## config.mk

```make
export PLATFORM = sky130hd
export DESIGN_NAME = signal_tracker_query_arbiter_flat
export DESIGN_NICKNAME = d
export VERILOG_FILES = /design/src/rtl/signal_tracker_query_arbiter_if.sv /design/src/rtl/signal_tracker_query_arbiter.sv /design/src/flat_wrapper.sv
export SDC_FILE = /design/constraint.sdc
export NUM_CORES = 1
export LEC_CHECK = 0
export BUFFER_PORTS_ARGS = -buffer_cell sky130_fd_sc_hd__buf_4
export CAP_MARGIN = 20
export CORE_MARGIN = 3
export CORE_UTILIZATION = 35
export CTS_BUF_LIST = sky130_fd_sc_hd__clkbuf_4 sky130_fd_sc_hd__clkbuf_8 sky130_fd_sc_hd__clkbuf_16
export CTS_CLUSTER_SIZE = 12
export DETAILED_ROUTE_END_ITERATION = 12
export GPL_TIMING_DRIVEN = 1
export MAX_ROUTING_LAYER = met4
export PLACE_DENSITY = 0.67
export RECOVER_POWER = 100
export SYNTH_ARGS = -nofsm -noshare
export SYNTH_HDL_FRONTEND = slang
export SYNTH_SLANG_ARGS = --single-unit
```

## constraint.sdc

```tcl
create_clock -name clk -period 2.61 [get_ports clk]
set_input_delay 0.3915 -clock clk [delete_from_list [all_inputs] [get_ports clk]]
set_output_delay 0.3915 -clock clk [all_outputs]
set_load 0.005 [all_outputs]
```

## src/rtl/signal_tracker_query_arbiter_if.sv

```systemverilog
// Bundle of requester-side and tracker-side signals for the shared tracker query arbiter.
// The slave modport is the arbiter; the master modport is the requesters/tracker environment.
interface signal_tracker_query_arbiter_if #(
  parameter int NUM_REQ     = 4,
  parameter int VALUE_WIDTH = 32
);
  logic [NUM_REQ-1:0]              req_valid;
  logic [NUM_REQ*VALUE_WIDTH-1:0]  req_value;
  logic [NUM_REQ-1:0]              req_ready;
  logic [NUM_REQ-1:0]              resp_valid;
  logic signed [VALUE_WIDTH-1:0]   resp_start;
  logic signed [VALUE_WIDTH-1:0]   resp_end;
  logic                            resp_timeout;
  logic                            busy;
  logic                            trk_recalculate_time;
  logic [VALUE_WIDTH-1:0]          trk_value_in;
  logic signed [VALUE_WIDTH-1:0]   trk_time_start;
  logic signed [VALUE_WIDTH-1:0]   trk_time_end;
  logic                            trk_data_valid;

  modport slave (
    input  req_valid, req_value, trk_time_start, trk_time_end, trk_data_valid,
    output req_ready, resp_valid, resp_start, resp_end, resp_timeout, busy,
           trk_recalculate_time, trk_value_in
  );

  modport master (
    output req_valid, req_value, trk_time_start, trk_time_end, trk_data_valid,
    input  req_ready, resp_valid, resp_start, resp_end, resp_timeout, busy,
           trk_recalculate_time, trk_value_in
  );
endinterface

```

## src/rtl/signal_tracker_query_arbiter.sv

```systemverilog
// Round-robin arbiter serialising NUM_REQ requesters onto one signal-tracker query port,
// with a per-query timeout and a drain phase that waits out a lingering tracker result.
module signal_tracker_query_arbiter #(
  parameter int NUM_REQ        = 4,
  parameter int VALUE_WIDTH    = 32,
  parameter int TIMEOUT_CYCLES = 16
) (
  input logic                       clk,
  input logic                       rst_n,
  signal_tracker_query_arbiter_if.slave bus
);

  localparam int PTR_W = (NUM_REQ > 1) ? $clog2(NUM_REQ) : 1;
  localparam int CNT_W = $clog2(TIMEOUT_CYCLES + 1);

  typedef enum logic [1:0] {IDLE, ISSUE, DRAIN} state_t;

  state_t                        r_state;
  state_t                        w_state_nxt;
  logic [PTR_W-1:0]              r_rr_ptr;
  logic [PTR_W-1:0]              r_owner;
  logic [PTR_W-1:0]              w_idx;
  logic [PTR_W-1:0]              w_win_idx;
  logic [PTR_W-1:0]              w_win_nxt_ptr;
  logic                          w_win_found;
  logic [NUM_REQ-1:0]            w_grant;
  logic                          w_accept;
  logic                          w_timeout_hit;
  logic [CNT_W-1:0]              r_cnt;
  logic [VALUE_WIDTH-1:0]        r_value;
  logic                          r_recalc;
  logic [NUM_REQ-1:0]            r_resp_valid;
  logic signed [VALUE_WIDTH-1:0] r_resp_start;
  logic signed [VALUE_WIDTH-1:0] r_resp_end;
  logic                          r_resp_timeout;

  // Search upward from the round-robin pointer; a stale tracker result blocks new grants.
  always_comb begin
    w_idx         = '0;
    w_win_idx     = '0;
    w_win_nxt_ptr = '0;
    w_win_found   = 1'b0;
    w_grant       = '0;
    for (int k = 0; k < NUM_REQ; k++) begin
      w_idx = PTR_W'((int'(r_rr_ptr) + k) % NUM_REQ);
      if (!w_win_found && bus.req_valid[w_idx]) begin
        w_win_found   = 1'b1;
        w_win_idx     = w_idx;
        w_win_nxt_ptr = PTR_W'((int'(w_idx) + 1) % NUM_REQ);
      end
    end
    if (r_state == IDLE && !bus.trk_data_valid && w_win_found) begin
      w_grant[w_win_idx] = 1'b1;
    end
  end

  assign w_accept      = |(bus.req_valid & w_grant);
  assign w_timeout_hit = (r_cnt == CNT_W'(TIMEOUT_CYCLES - 1));

  always_ff @(posedge clk) begin
    if (!rst_n) begin
      r_state <= IDLE;
    end else begin
      r_state <= w_state_nxt;
    end
  end

  always_comb begin
    w_state_nxt = r_state;
    unique case (r_state)
      IDLE:    if (w_accept) w_state_nxt = ISSUE;
      ISSUE:   if (bus.trk_data_valid || w_timeout_hit) w_state_nxt = DRAIN;
      DRAIN:   if (!bus.trk_data_valid) w_state_nxt = IDLE;
      default: w_state_nxt = IDLE;
    endcase
  end

  // Real data is checked before the timeout so a result on the final ISSUE cycle wins.
  always_ff @(posedge clk) begin
    if (!rst_n) begin
      r_rr_ptr       <= '0;
      r_owner        <= '0;
      r_cnt          <= '0;
      r_value        <= '0;
      r_recalc       <= 1'b0;
      r_resp_valid   <= '0;
      r_resp_start   <= '0;
      r_resp_end     <= '0;
      r_resp_timeout <= 1'b0;
    end else begin
      r_resp_valid <= '0;
      case (r_state)
        IDLE: begin
          if (w_accept) begin
            r_owner  <= w_win_idx;
            r_rr_ptr <= w_win_nxt_ptr;
            r_value  <= bus.req_value[w_win_idx*VALUE_WIDTH +: VALUE_WIDTH];
            r_recalc <= 1'b1;
            r_cnt    <= '0;
          end
        end
        ISSUE: begin
          if (bus.trk_data_valid) begin
            r_resp_start   <= bus.trk_time_start;
            r_resp_end     <= bus.trk_time_end;
            r_resp_timeout <= 1'b0;
            r_resp_valid   <= NUM_REQ'(1) << r_owner;
            r_recalc       <= 1'b0;
          end else if (w_timeout_hit) begin
            r_resp_start   <= '1;
            r_resp_end     <= '1;
            r_resp_timeout <= 1'b1;
            r_resp_valid   <= NUM_REQ'(1) << r_owner;
            r_recalc       <= 1'b0;
          end else begin
            r_cnt <= r_cnt + 1'b1;
          end
        end
        default: ;
      endcase
    end
  end

  assign bus.req_ready            = w_grant;
  assign bus.resp_valid           = r_resp_valid;
  assign bus.resp_start           = r_resp_start;
  assign bus.resp_end             = r_resp_end;
  assign bus.resp_timeout         = r_resp_timeout;
  assign bus.busy                 = (r_state != IDLE);
  assign bus.trk_recalculate_time = r_recalc;
  assign bus.trk_value_in         = r_value;

endmodule

```

## src/flat_wrapper.sv

```systemverilog
// flat-port wrapper written by rule: the top's interface ports become plain ports
module signal_tracker_query_arbiter_flat 
#(
  parameter int NUM_REQ        = 4,
  parameter int VALUE_WIDTH    = 32,
  parameter int TIMEOUT_CYCLES = 16
)
  (clk, rst_n, bus_req_valid, bus_req_value, bus_trk_time_start, bus_trk_time_end, bus_trk_data_valid, bus_req_ready, bus_resp_valid, bus_resp_start, bus_resp_end, bus_resp_timeout, bus_busy, bus_trk_recalculate_time, bus_trk_value_in);
  signal_tracker_query_arbiter_if #(.NUM_REQ(NUM_REQ), .VALUE_WIDTH(VALUE_WIDTH)) bus_i ();
  input logic clk;
  input logic rst_n;
  input wire logic [$bits(bus_i.req_valid)-1:0] bus_req_valid;
  input wire logic [$bits(bus_i.req_value)-1:0] bus_req_value;
  input wire logic [$bits(bus_i.trk_time_start)-1:0] bus_trk_time_start;
  input wire logic [$bits(bus_i.trk_time_end)-1:0] bus_trk_time_end;
  input wire logic [$bits(bus_i.trk_data_valid)-1:0] bus_trk_data_valid;
  output wire logic [$bits(bus_i.req_ready)-1:0] bus_req_ready;
  output wire logic [$bits(bus_i.resp_valid)-1:0] bus_resp_valid;
  output wire logic [$bits(bus_i.resp_start)-1:0] bus_resp_start;
  output wire logic [$bits(bus_i.resp_end)-1:0] bus_resp_end;
  output wire logic [$bits(bus_i.resp_timeout)-1:0] bus_resp_timeout;
  output wire logic [$bits(bus_i.busy)-1:0] bus_busy;
  output wire logic [$bits(bus_i.trk_recalculate_time)-1:0] bus_trk_recalculate_time;
  output wire logic [$bits(bus_i.trk_value_in)-1:0] bus_trk_value_in;
  assign bus_i.req_valid = bus_req_valid;
  assign bus_i.req_value = bus_req_value;
  assign bus_i.trk_time_start = bus_trk_time_start;
  assign bus_i.trk_time_end = bus_trk_time_end;
  assign bus_i.trk_data_valid = bus_trk_data_valid;
  assign bus_req_ready = bus_i.req_ready;
  assign bus_resp_valid = bus_i.resp_valid;
  assign bus_resp_start = bus_i.resp_start;
  assign bus_resp_end = bus_i.resp_end;
  assign bus_resp_timeout = bus_i.resp_timeout;
  assign bus_busy = bus_i.busy;
  assign bus_trk_recalculate_time = bus_i.trk_recalculate_time;
  assign bus_trk_value_in = bus_i.trk_value_in;
  signal_tracker_query_arbiter #(.NUM_REQ(NUM_REQ), .VALUE_WIDTH(VALUE_WIDTH), .TIMEOUT_CYCLES(TIMEOUT_CYCLES)) u_core (.clk(clk), .rst_n(rst_n), .bus(bus_i));
endmodule
```

; ---- After elaboration in Yosys (flattened, before gate mapping)
; Cells that the tools add are included.
[totals]
latch_bits = 0
in_bits = 199
rom_bits = 0
ramBits = 0
elab_cells = 99
ff_bits = 113
output_inout_bits = 107
memories = 0
[op_classes]
magnitude_cmp = 6
div = 0
n_bitwise = 1
shifts = 2
n_eq_ne = 9
addsub = 7
n_reduce_logical = 22
multipliers = 0
muxes = 42
[op_table]
columns = operator, count
row1 = indexed part select 128 x 8 -> 32 bit, 1
row2 = two-way mux 32 bit, 3
row3 = two-way mux 2 bit, 11
row4 = "< comparator 2 x 3 -> 1 bit, second input constant", 5
row5 = two-way mux 5 bit, 3
row6 = two-way mux 1 bit, 14
row7 = two-way mux 4 bit, 3
row8 = one-hot mux 5 bit (2 select lines), 1
row9 = "adder 2 x 1 -> 2 bit, second input constant", 4
row10 = binary-select mux 1 bit (select 2 bit), 4
row11 = logical AND 1 bit, 6
row12 = "inequality test 2 bit, second input constant", 3
row13 = one-hot mux 2 bit (3 select lines), 1
row14 = AND reduction 2 bit, 3
row15 = AND reduction 3 bit, 2
row16 = nonzero test 2 bit, 3
row17 = "adder 5 x 1 -> 5 bit, second input constant", 1
row18 = "== test 5 x 4 -> 1 bit, second input constant", 1
row19 = "adder 2 bit, second input constant", 2
row20 = AND 4 bit, 1
row21 = zero test 1 bit, 4
row22 = "inequality test 2 x 1 -> 1 bit, second input constant", 2
row23 = AND reduction 4 bit, 1
row24 = OR reduction 4 bit, 1
row25 = 9 further kinds, 9

; ---- Longest topological paths before layout
[logic_depth]
word_depth = 21
ltp_mapped = 9

; ---- Worst setup path after synthesis
; Ideal clock, no wire load.
[synth_timing]
kind = input-to-output
from = input port bus_req_valid[2]
to = output port bus_req_ready[2]
required_time_ps = 2219
setup_slack_ps = 594
cell_stages = 6
arrival_time_ps = 1624
cell_sequence = buf_6 -> or4_4 -> and2_1 -> buf_6 -> buf_6 -> and3_1
[synth_between]
elab_chain_cells = 17
elab_cells_between_ends = 29
[synth_lines]
columns = item, line
row1 = start: declaration, flat_wrapper.sv:12  ; input wire logic [$bits(bus_i.req_valid)-1:0] bus_req_valid;
row2 = binary-select mux 1 bit (select 2 bit), signal_tracker_query_arbiter.sv:46  ; if (!w_win_found && bus.req_valid[w_idx]) begin
row3 = two-way mux 1 bit (not written as such), signal_tracker_query_arbiter.sv:46
row4 = two-way mux 1 bit, signal_tracker_query_arbiter.sv:46
row5 = zero test 1 bit, signal_tracker_query_arbiter.sv:46
row6 = logical AND 1 bit, signal_tracker_query_arbiter.sv:46
row7 = two-way mux 1 bit, signal_tracker_query_arbiter.sv:46
row8 = zero test 1 bit, signal_tracker_query_arbiter.sv:46
row9 = logical AND 1 bit, signal_tracker_query_arbiter.sv:46
row10 = two-way mux 1 bit, signal_tracker_query_arbiter.sv:46
row11 = zero test 1 bit, signal_tracker_query_arbiter.sv:46
row12 = logical AND 1 bit, signal_tracker_query_arbiter.sv:46
row13 = two-way mux 2 bit, signal_tracker_query_arbiter.sv:46
row14 = < comparator 2 x 3 -> 1 bit (not written as such) / greater-or-equal comparator 2 x 1 -> 1 bit (equally long branches), signal_tracker_query_arbiter.sv:53  ; w_grant[w_win_idx] = 1'b1;
row15 = logical AND 1 bit (not written as such), signal_tracker_query_arbiter.sv:53
row16 = two-way mux 1 bit (not written as such), signal_tracker_query_arbiter.sv:53
row17 = demux 1 bit (select 2 bit), --
row18 = two-way mux 4 bit (*), signal_tracker_query_arbiter.sv:52  ; if (r_state == IDLE && !bus.trk_data_valid && w_win_found) begin
row19 = end: declaration, flat_wrapper.sv:17  ; output wire logic [$bits(bus_i.req_ready)-1:0] bus_req_ready;
; Every way passes the cells marked *; elsewhere a longest branch is shown, timed or not. The select of a mux whose other input is x is not followed.

; ---- Final worst setup path
[layout_timing]
from = register u_core.r_rr_ptr[0]
to = output port bus_req_ready[0]
[layout_between]
elab_chain_cells = 17
elab_cells_between_ends = 32
[layout_lines]
columns = item, line
row1 = start: declaration, signal_tracker_query_arbiter.sv:20  ; logic [PTR_W-1:0] r_rr_ptr;
row2 = start signal: assignment, signal_tracker_query_arbiter.sv:96  ; r_rr_ptr <= w_win_nxt_ptr;
row3 = "parallel branches: the longest is 16 deep, another holds < comparator 2 x 3 -> 1 bit", --
row4 = two-way mux 4 bit (*), signal_tracker_query_arbiter.sv:52
; Mark *: on every way between the ends. The select of a mux whose other input is x is not followed.

==> impl_metrics.toml <==
[synthesis]
postSynthAreaPerCell_um2 = 9.863
synth_mux_area_share_pct = 0.8340
yosysTopAreaCellShare_pct = 45.69
yosysTopAreaCell = "dfxtp_1"
synth_edf_count = 0
synth-simple-area-share_pct = 6.975
synth-main-ff-cell = "dfxtp_1"
ys_types = 46
synth_top_family_by_area = "compound AO/OA/AOI/OAI gates"
syn_nets = 703
ys_top_cells_by_area = "dfxtp_1, o221a_2, a31oi_1, a32oi_1, o21ai_0"
synthAdderAreaFrac_pct = 0.5054
synth_xor_area_share_pct = 0
yosysSeqAreaShare_pct = 45.69
async_flop_share_pct = 0
ys_ff_latch = 113
synth_compound_area_share_pct = 39.42
synth_cells = 502
yosysWarnings = 0
netlist_area_um2 = 4951

[clock_network]
clkTransAtPathRegs_ns = 0.05
post_cts_resized = 0
cts-root-buf = "clkbuf_16"
cts_buffers = 17
h-tree-depth = 4
ctsHoldBuffers = 0
clock-sinks = 113
clock_path_buffers = 2
cts_setup_buffers = 0
clk_latency_ns = 0.41
tritoncts = "built"

[worst_setup_path]
crit_slowest_cell = "dfxtp_1"
end_kind = "primary output"
worstPathMaxFanout = 13
path_class = "flip-flop to primary output"
cp.arrival_ns = 2.00
slowest_delay_ns = 0.56
cp-start-kind = "flip-flop"
required_ns = 2.22
cpMostUsedCell = "nor2_1"
crit_chain = "nand2b_1, and4b_1, nor2_1, nor2_1, clkbuf_1"

[power_and_ir_drop]
ir_drop_mv = 0.4344
power.density_nw_per_um2 = 676.4
finalPower_uw = 5296
leakagePower_uw = 0.003383

[routing]
drt_pre_antenna_iters = 5
routed-wl-met3_mm = 1.541
drt_iter0_drc = 397
wl_met2_mm = 9.422
drcViolationCount = 0
totalWireLength_mm = 18.83
wl_met1_mm = 7.453
top_layer_used = "met4"
via_per_inst = 5.642
ant_nets = 0
avgRoutedWirePerCell_um = 19.44
dr_total_vias = 5467

[final_layout]
drive_above_1_share_pct = 50.06
nets = 982
syn_to_final_growth_pct = 58.15
antenna_cells = 0

[die]
fp.coreArea_um2 = 13560
start_util_pct = 36.52
rows = 42
die_w_um = 124.9
pin_count = 306
dieHeight_um = 124.9
dieArea_um2 = 15610

[timing]
maxSlewHeadroom_pct = 53.16
setup_viol = 0
fmaxAchievable_mhz = 418.1
tightest_slew_ns = 0.7026
timing.final.ws_setup_ns = 0.2183
rsz0062_at_grt = "no"
setup-tns-final_ns = 0
slew_viol_final = 0
fin_crit_ns = 2.392
fin_crit_sh_pct = 91.64
fin_skew_ns = 0.008798
final-hold-violation-count = 0

[place]
port_buffers = 305
dpl.hpwl_mm = 13.64
globalplace.congestion = 0.8483
pre_cts_slack_ns = 0.03719

[global_route]
grt_antenna_before_repair = 0
grt_start_max_net_pins = 69
grt_pass1_wl_mm = 28.71
gr-total-overflow = 0
grt_util_all_layers_pct = 23.54
grt_pass1_vias = 5389

[outcome]
status = "finished clean"

[flow_run]
maxCapViolations = 0

[hold_path]
hold_class = "input pin to flip-flop"
## logic make-up after synthesis
logic type | after synthesis
DFF | 113
and+or+nand+nor | 61
AOI/OAI and AO/OA | 255
buffers and inverters | 67
muxes | 4
adders and majority gates | 2
## layout make-up
class	instances	area [µm²]
multi-input combinational	322	2385
inverter	4	15.01
timing repair buffer	323	2316
clock buffer	21	474.2
fill	1235	5728
sequential	113	2262
clock inverter	10	157.7
tap	176	220.2
## state kept, by name, summed over array words and instances, names as in the netlist
signal	flops
u_core.bus.resp_end	32
u_core.bus.resp_start	32
u_core.bus.resp_timeout	1
u_core.bus.resp_valid	4
u_core.bus.trk_recalculate_time	1
u_core.bus.trk_value_in	32
u_core.r_cnt	5
u_core.r_owner	2
u_core.r_rr_ptr	2
u_core.r_state	2
## metrics by stage
stage	hold slack, ns	util, %	instances	cell area [µm²]
6_report	0.2492	57.75	969	7830
5_1_grt	0.2228	57.75	969	7830
4_1_cts	0.2252	58.61	968	7946
3_5_place_dp	0.4315	53.95	937	7315
3_3_place_gp	0.4190	53.95	937	7315
2_1_floorplan	0.4133	-	502	4951
## routing by layer
layer | vias up | GRT usage (%)
met4 | 0 | 8.992
li1 | 2589 | -
met1 | 2536 | 27.06
met5 | - | -
met3 | 30 | 6.141
met2 | 312 | 39.54
## power by group
group	internal [µW]	leakage, µW	switching (µW)
Sequential	1840	0.000926	80.1
Clock	1670	0.000316	770
Combinational	484	0.00214	446
## synthesized netlist by cell type (4+ instances only)
| library cell | count |
|---|---|
| o21ai_0 | 43 |
| nand2_1 | 8 |
| inv_1 | 4 |
| nor2_1 | 12 |
| buf_2 | 11 |
| o211a_1 | 4 |
| nor2b_1 | 7 |
| buf_6 | 5 |
| a32oi_1 | 32 |
| buf_4 | 6 |
| dfxtp_1 | 113 |
| o21ai_1 | 28 |
| clkbuf_1 | 36 |
| nand2b_1 | 5 |
| o221a_2 | 64 |
| a31oi_1 | 64 |
| buf_1 | 5 |
| nand3_1 | 4 |
| and3_1 | 5 |
| nor3_1 | 4 |
## layout by cell type, fill, tap and decap left out, drive strengths merged, types with 2 or more instances in the layout
master / n
o21ai: 71
or3b: 2
o21a: 2
nor2: 12
or4b: 2
a21oi: 3
nand2: 9
nor2b: 7
a21boi: 5
nand3: 4
nor3: 4
or3: 2
ha: 2
o221a: 64
o211a: 4
dfxtp: 113
a31oi: 64
and2: 3
buf: 214
a32oi: 32
clkinv: 6
and3: 5
inv: 4
mux2i: 3
o211ai: 3
nand2b: 5
clkbuf: 130
bufinv: 4
## final timing paths
kind                            start                   endpoint  slack [ns]  cells after the start
setup / recovery   u_core.r_rr_ptr[0]           bus_req_ready[0]        0.22                      5
hold reg to reg     u_core.r_owner[1]   u_core.bus.resp_valid[1]        0.44                      1
hold / removal    bus_trk_time_end[6]     u_core.bus.resp_end[6]        0.25                      2
setup reg to reg      u_core.r_cnt[1]  u_core.bus.resp_start[23]        0.30                      7
## worst max-delay path: cells and delay by family, from the launching register on
family / cells / cell delay (ns)
AND/OR/NAND/NOR: 4 / 0.83
flip-flops: 1 / 0.56
buffers and inverters: 1 / 0.22
No activity file was read; power rests on OpenSTA's default activity.
